==> src/rtl/uart_rx_seq.sv <==
// Serial-receive sequencer: oversamples a UART line (8N1) and steers a downstream
// 8-bit shift register (LOAD to clear, LEFT/RIGHT shifts) so the byte assembles there.
module uart_rx_seq #(
  parameter int CLKS_PER_BIT = 16,
  parameter int CNT_W        = 8
) (
  input  logic       clk,
  input  logic       nrst,
  input  logic       rx_i,
  input  logic       lsb_first_i,
  output logic       D,
  output logic [1:0] mode_o,
  output logic [7:0] par_o,
  output logic       busy_o,
  output logic [3:0] bit_cnt_o,
  output logic       byte_valid_o,
  output logic       frame_err_o
);

  localparam logic [1:0] MODE_HOLD  = 2'd0;
  localparam logic [1:0] MODE_LOAD  = 2'd1;
  localparam logic [1:0] MODE_LEFT  = 2'd2;
  localparam logic [1:0] MODE_RIGHT = 2'd3;

  localparam logic [CNT_W-1:0] HALF_M1 = CNT_W'(CLKS_PER_BIT/2 - 1);
  localparam logic [CNT_W-1:0] FULL_M1 = CNT_W'(CLKS_PER_BIT - 1);

  typedef enum logic [2:0] {IDLE, START, DATA, STOP, BRK} state_t;

  state_t           state;
  logic [CNT_W-1:0] cnt;
  logic             rx_m, rx_s;
  logic             lsb_q;

  assign par_o = 8'h00;

  always_ff @(posedge clk or negedge nrst) begin
    if (!nrst) begin
      rx_m <= 1'b1;
      rx_s <= 1'b1;
    end else begin
      rx_m <= rx_i;
      rx_s <= rx_m;
    end
  end

  // Counter restarts at every state entry and after each mid-bit sample, so
  // DATA/STOP samples fall one full bit period after the previous one.
  always_ff @(posedge clk or negedge nrst) begin
    if (!nrst) begin
      state        <= IDLE;
      cnt          <= '0;
      lsb_q        <= 1'b0;
      D            <= 1'b0;
      mode_o       <= MODE_HOLD;
      busy_o       <= 1'b0;
      bit_cnt_o    <= 4'd0;
      byte_valid_o <= 1'b0;
      frame_err_o  <= 1'b0;
    end else begin
      mode_o       <= MODE_HOLD;
      byte_valid_o <= 1'b0;
      frame_err_o  <= 1'b0;
      case (state)
        IDLE: begin
          busy_o    <= 1'b0;
          bit_cnt_o <= 4'd0;
          cnt       <= '0;
          if (!rx_s) state <= START;
        end
        START: begin
          if (cnt == HALF_M1) begin
            cnt <= '0;
            if (rx_s) begin
              state <= IDLE;
            end else begin
              state     <= DATA;
              mode_o    <= MODE_LOAD;
              lsb_q     <= lsb_first_i;
              busy_o    <= 1'b1;
              bit_cnt_o <= 4'd0;
            end
          end else begin
            cnt <= cnt + 1'b1;
          end
        end
        DATA: begin
          if (cnt == FULL_M1) begin
            cnt       <= '0;
            D         <= rx_s;
            mode_o    <= lsb_q ? MODE_RIGHT : MODE_LEFT;
            bit_cnt_o <= bit_cnt_o + 4'd1;
            if (bit_cnt_o == 4'd7) state <= STOP;
          end else begin
            cnt <= cnt + 1'b1;
          end
        end
        STOP: begin
          if (cnt == FULL_M1) begin
            cnt          <= '0;
            byte_valid_o <= 1'b1;
            frame_err_o  <= ~rx_s;
            state        <= rx_s ? IDLE : BRK;
          end else begin
            cnt <= cnt + 1'b1;
          end
        end
        BRK: begin
          // A held-low line is a break, not a new start bit.
          cnt <= '0;
          if (rx_s) state <= IDLE;
        end
        default: state <= IDLE;
      endcase
    end
  end

endmodule

==> config.mk <==
export PLATFORM = sky130hd
export DESIGN_NAME = uart_rx_seq
export DESIGN_NICKNAME = d
export VERILOG_FILES = /design/src/rtl/uart_rx_seq.sv
export SDC_FILE = /design/constraint.sdc
export NUM_CORES = 1
export LEC_CHECK = 0
export ABC_CLOCK_PERIOD_IN_PS = 2400
export CAP_MARGIN = 30
export CORE_MARGIN = 2
export CORE_UTILIZATION = 65
export CTS_BUF_LIST = sky130_fd_sc_hd__clkbuf_4
export DETAILED_ROUTE_END_ITERATION = 12
export DONT_BUFFER_PORTS = 1
export GPL_TIMING_DRIVEN = 0
export PLACE_DENSITY = 0.81
export SYNTH_ARGS = -nofsm -noshare
export SYNTH_HDL_FRONTEND = slang
export SYNTH_SLANG_ARGS = --single-unit
export TNS_END_PERCENT = 1
==> constraint.sdc <==
create_clock -name clk -period 2.4 [get_ports clk]
set_input_delay 0.48 -clock clk [delete_from_list [all_inputs] [get_ports clk]]
set_output_delay 0.48 -clock clk [all_outputs]
set_load 0.02 [all_outputs]
==> results of run 1 <==
==> registers in the layout (all words and copies together), names as in the netlist, 2 cells and up <==
signal,flops
cnt,8
mode_o,2
state,3
bit_cnt_o,4
==> Yosys cell counts, types with 2 or more instances <==
cell type | n | area [µm²]
a21oi_1 | 4 | 20.0
a31oi_1 | 2 | 12.5
buf_4 | 8 | 60.1
clkbuf_1 | 6 | 22.5
dfrtp_1 | 22 | 551
dfstp_2 | 2 | 52.6
ha_1 | 2 | 25.0
inv_1 | 3 | 11.3
mux2_2 | 3 | 33.8
mux2i_1 | 2 | 20.0
nand2_1 | 7 | 26.3
nand2b_1 | 3 | 18.8
nand3_1 | 6 | 30.0
nor2_1 | 8 | 30.0
nor2b_1 | 3 | 18.8
nor3_1 | 3 | 15.0
nor4_1 | 5 | 31.3
o21ai_0 | 8 | 40.0
o21bai_1 | 2 | 15.0
or2_2 | 2 | 12.5
or3_1 | 4 | 25.0
xnor2_1 | 3 | 26.3
xor2_1 | 2 | 17.5
==> placed cells by master (no fill, tap or decap), types with 2 or more instances in the layout <==
cell type,instances
a21oi_1,4
a31oi_1,2
buf_4,8
clkbuf_1,6
clkbuf_4,3
conb_1,8
dfrtp_1,22
dfstp_2,2
ha_1,2
inv_1,3
mux2_2,3
mux2i_1,2
nand2_1,7
nand2b_1,3
nand3_1,6
nor2_1,8
nor2b_1,3
nor3_1,3
nor4_1,5
o21ai_0,8
o21bai_1,2
or2_2,2
or3_1,4
xnor2_1,3
xor2_1,2
==> stage by stage <==
| step | cell area [µm²] | hold WS, ps | utilization (%) |
|---|---|---|---|
| floorplan | 1330 | 184 | - |
| CTS | 1430 | 135 | 74.3 |
| detailed placement | 1370 | 185 | 71.1 |
| global route | 1440 | 121 | 75.1 |
| global placement | 1370 | 185 | 71.1 |
| finish | 1440 | 139 | 75.1 |
==> worst reg2reg max path: cells and delay by family, from the launching register on <==
kind,cells,cell delay (ps)
flops,1,470
mux,1,370
simple gates,3,1260
==> power groups by stage <==
stage | clock network (mW) | registers [mW] | logic [mW]
CTS | 0.299 | 0.564 | 0.512
global placement | 0 | 0.564 | 0.468
floorplan | 0 | 0.551 | 0.400
global route | 0.311 | 0.577 | 0.576
detailed placement | 0 | 0.571 | 0.500
finish | 0.298 | 0.566 | 0.530
==> layout make-up <==
class / instances / share of cell area, %
repair buffers: 2 / 1.73
inverters: 3 / 0.780
plain buffers: 15 / 6.07
flip-flops and latches: 24 / 41.8
clock inverters: 1 / 2.08
well taps: 27 / 2.34
clock buffers: 3 / 1.56
multi-input cells: 96 / 43.7
==> worst paths after layout <==
check                      depth (start not counted)      endpoint   start
max                                                4             D  cnt[4]
max in group asynchronous                          2          rx_m    nrst
min                                                0          rx_m    rx_i
min in group asynchronous                          1  byte_valid_o    nrst
min reg2reg                                        0          rx_s    rx_m
max reg2reg                                        4             D  cnt[4]
==> routing by layer <==
metal / wire [µm] / track usage (%) / vias up
li1: - / - / 480
met1: 1060 / 32.2 / 496
met5: 0 / 0 / -
met3: 210 / 5.52 / 25
met4: 127 / 16.7 / 0
met2: 1430 / 43.6 / 68
==> what timing repair did <==
action | CTS | global route
endpoints found under the hold margin | 24 | 0
hold buffers | 1 | 0
gates resized for setup | 0 | 0
==> logic make-up (layout without fill, tap and decap cells) <==
family,Yosys count,in the layout
simple gates,47,47
compound gates,29,29
flops,24,24
buf+inv,18,24
xor+xnor,5,5
mux,5,5
fa+ha+maj,2,2
other cells,1,8
==> summary.txt, run 1 <==
Global routing
  • Initial antenna violation count: 0
  • Largest net degree at the start of global routing: 25
  • Grt ovf: 0
  • Total GRT Usage: 26.6%
  • Via count of the first global-routing pass: 1,081
  • Global-route wire length before repair: 4.80 mm

Pwr
  • Seq pwr share: 40.6%
  • Leak pwr: 0.632 nW
  • Logic pwr share: 38.0%
  • Sw Ratio: 39.6%
  • Internal Power: 843 µW
  • Cell Pwr Density: 966 nW/µm²
  • Power share of the clock group: 21.4%
  • Maximum vdd drop: 0.000665 V
  • Net load switching power: 552 µW
  • Pwr Total: 1.39 mW

Placement
  • Post-DP HPWL: 2.06 mm
  • Pre-CTS WS: 292 ps
  • GPL Wtd Cong: 0.841
  • Port bufs: 0
  • Placed cell count: 165

Logic synthesis
  • Synth Instances: 131
  • Top FF cell, synth: dfrtp_1
  • Area fraction in compound gates after synthesis: 16.6%
  • Post-Synth Adder-Cell Area: 1.92%
  • Simple-Gate Fraction of Synth Area: 20.0%
  • Post-synth EDFFs: 0
  • Synth cell types: 44
  • Post-synthesis mux area share: 4.12%
  • Mean Syn Cell Area: 9.97 µm²
  • Largest family of logic cells by synthesized area: simple AND/OR/NAND/NOR gates
  • Async S/R FF share, synth: 100%
  • FF+latch count, synth: 24
  • Ys Warns: 0
  • Synth Area in XOR/XNOR: 3.35%
  • Post-Syn Area: 1310 µm²
  • Register area share after synthesis: 46.2%

Drt
  • Routed wire length: 2.83 mm
  • Drt drc: 0
  • 1st-pass router iterations: 4
  • Routed Antenna Nets: 0
  • WL per Instance: 16.5 µm
  • Via density: 6.25
  • Vias: 1,069
  • First DRT Iteration DRCs: 34

Setup path
  • Worst Path Buf+Inv: 0
  • Slowest cell on crit path: nor4_1
  • Reg2Reg Setup Slack: 220 ps
  • Worst EP arrival: 2420 ps
  • Critical Path RT: 2640 ps
  • CP Max Fanout: 6
  • Critical Path End Type: flop
  • Delay-heaviest family, CP: simple AND/OR/NAND/NOR gates
  • Slowest cell delay on critical path: 580 ps
  • Crit path cell chain: nor4_1 > nand2_1 > nor3b_2 > mux2_2
  • Startpoint types: flop
  • Setup Crit Path Kind: reg -> reg

Clocking
  • Clock root cell: clkbuf_4
  • H-Tree Depth: 1
  • Clk slew on worst S/H paths: 140 ps
  • Num CTS Buffers: 3
  • Setup Fix Bufs, Post-CTS: 0
  • Clock Sinks: 24
  • Worst skew pair latency: 330 ps
  • CTS tree: yes
  • Buffer depth of the longest clock path: 2

Floorplanning
  • Cell row count: 16
  • Die height: 48.8 µm
  • Die area: 2380 µm²
  • Initial Util: 68.0%
  • Core box area: 1920 µm²
  • Die width: 48.8 µm
  • Num ports: 22

Layout
  • Cell Count, Final, Fillers Out: 171
  • Layout cells sized above 1: 17.4%
  • Final net count: 151
  • Fillers: 155
  • Diode count: 0
  • Sequential cell area: 603 µm²
  • Synthesis-to-finish area growth: 10.5%
  • Area of the multi-input gates: 631 µm²

Job
  • Max-Cap Viols: 0

STA
  • Worst relative slew slack: 58.8%
  • Crit share post-route: 91.0%
  • Setup skew after layout: 12.2 ps
  • Final setup violation count: 0
  • Worst Tran Pin Value: 612 ps
  • RSZ-0062 raised after global routing: no
  • Period minus WS final: 2180 ps
  • Max Slew Vio Count: 0
  • Final Hold Fails: 0
  • Worst setup margin: 217 ps
  • Fmax: 0.458 GHz
  • Setup TNS: 0 ps

Min path
  • Worst Hold Class: in -> reg

Status
  • Status: finished clean
Power figures use the tool's default switching activity.
==> run 2, diff against run 1 <==
Settings changed: CORE_UTILIZATION 65 to 61, CTS_BUF_LIST sky130_fd_sc_hd__clkbuf_4 to not set, PLACE_DENSITY 0.81 to 0.77.
==> summary.txt, run 2 (synthesized netlist as in run 1, its figures left out) <==
Status
  • Status: finished clean

Clocking
  • CTS tree: yes
  • Post-CTS Hold Buffers: 1
  • PostCTS Resize Cnt: 0
  • Setup Fix Bufs, Post-CTS: 0
  • Worst skew pair latency: 320 ps
  • Clock Sinks: 24
  • Buffer depth of the longest clock path: 2
  • Clock root cell: clkbuf_4
  • Num CTS Buffers: 3
  • H-Tree Depth: 1
  • Clk slew on worst S/H paths: 130 ps

Setup path
  • Critical Path RT: 2620 ps
  • Setup Crit Path Kind: reg -> reg
  • Worst EP arrival: 2400 ps
  • CP Max Fanout: 6
  • Critical Path End Type: flop
  • Startpoint types: flop

Layout
  • Synthesis-to-finish area growth: 9.29%
  • Fillers: 150
  • Reg with most FFs: cnt
  • Final net count: 151
  • Commonest non-fill, non-tap cell in the layout: dfrtp_1
  • Diode count: 0
  • Top Registers: cnt (8), bit_cnt_o (4), state (3)
  • Cell Count, Final, Fillers Out: 171
  • Fin util: 72.0%
  • Layout cells sized above 1: 17.4%
  • Most frequent cells in the layout: dfrtp_1, nor2_1, o21ai_0, buf_4, conb_1
  • Max reg flops: 8

Global routing
  • Grt ovf: 0
  • Global-route wire length before repair: 4.35 mm
  • Via count of the first global-routing pass: 1,003
  • Initial antenna violation count: 0
  • Total GRT Usage: 22.6%
  • Largest net degree at the start of global routing: 25

Drt
  • Routed wire length: 2.49 mm
  • WL per Instance: 14.6 µm
  • Vias: 1,004
  • 1st-pass router iterations: 4
  • Drt drc: 0
  • First DRT Iteration DRCs: 24
  • Via density: 5.87
  • Routed Antenna Nets: 0

STA
  • Setup skew after layout: 2.82 ps
  • Setup TNS: 0 ps
  • Fmax: 0.458 GHz
  • Max Slew Vio Count: 0
  • Final Hold Fails: 0
  • Period minus WS final: 2180 ps
  • Worst relative slew slack: 54.9%
  • Final setup violation count: 0
  • RSZ-0062 raised after global routing: no
  • Worst Tran Pin Value: 671 ps
  • Crit share post-route: 91.0%

Pwr
  • Maximum vdd drop: 0.000524 V
  • Leak pwr: 0.625 nW
  • Cell Pwr Density: 900 nW/µm²

Floorplanning
  • Die area: 2530 µm²
  • Die width: 50.3 µm
  • Die height: 50.3 µm
  • Cell row count: 16
  • Core box area: 1980 µm²
  • Initial Util: 65.9%
  • Num ports: 22

Placement
  • Post-DP HPWL: 1.79 mm
  • GPL Wtd Cong: 0.914
  • Port bufs: 0
  • Placed cell count: 165

Min path
  • Worst Hold Class: in -> reg

Job
  • Max-Cap Viols: 0
## run 2: cell count changes in the layout (fill, tap and decap cells not counted), sizes merged
cell and change:
bufinv -1, clkbuf +1
## run 2: worst max-delay path: stages, from the launching register on
cell     delay (ps)
dfrtp_1         450
nor4_1          630
nand2_1         270
nor3b_2         360
mux2_2          370
## run 2: report_power, final
part,switching (mW),leakage (nW),internal (mW)
logic,0.316,0.290,0.192
registers,0.0824,0.315,0.480
clock network,0.122,0.0210,0.0929
## run 2: final timing paths
| check | from | end | slack (ps) | depth (start not counted) |
|---|---|---|---|---|
| max | cnt[5] | D | 220 | 4 |
| max in group asynchronous | nrst | rx_s | 1230 | 2 |
| min reg2reg | rx_m | rx_s | 370 | 0 |
| min | rx_i | rx_m | 140 | 0 |
| max reg2reg | cnt[5] | D | 220 | 4 |
| min in group asynchronous | nrst | frame_err_o | 590 | 1 |
## run 2: area by class of cell
type / count / area, µm² / share of cell area [%]
flip-flops and latches: 24 / 603 / 42.2
plain buffers: 15 / 87.6 / 6.13
clock buffers: 4 / 36.3 / 2.54
inverters: 3 / 11.3 / 0.789
well taps: 27 / 33.8 / 2.37
repair buffers: 2 / 25.0 / 1.75
multi-input cells: 96 / 631 / 44.2
## run 2: per-layer routing
layer / wire length (µm) / vias to the layer above / GRT usage, %
met5: 0 / - / 0
met4: 36 / 0 / 8.33
met3: 164 / 5 / 3.87
met2: 1130 / 43 / 36.2
met1: 1160 / 475 / 30.9
li1: - / 481 / -
## run 2: metrics by stage
| step | setup slack (ps) | power, mW | instance area (µm²) | hold slack (ps) |
|---|---|---|---|---|
| 5_1_grt | 34.6 | 1.38 | 1430 | 118 |
| 3_3_place_gp | 276 | 1.03 | 1370 | 185 |
| 2_1_floorplan | 583 | 0.951 | 1330 | 184 |
| 3_5_place_dp | 255 | 1.06 | 1370 | 185 |
| 6_report | 217 | 1.28 | 1430 | 139 |
| 4_1_cts | 231 | 1.28 | 1410 | 129 |
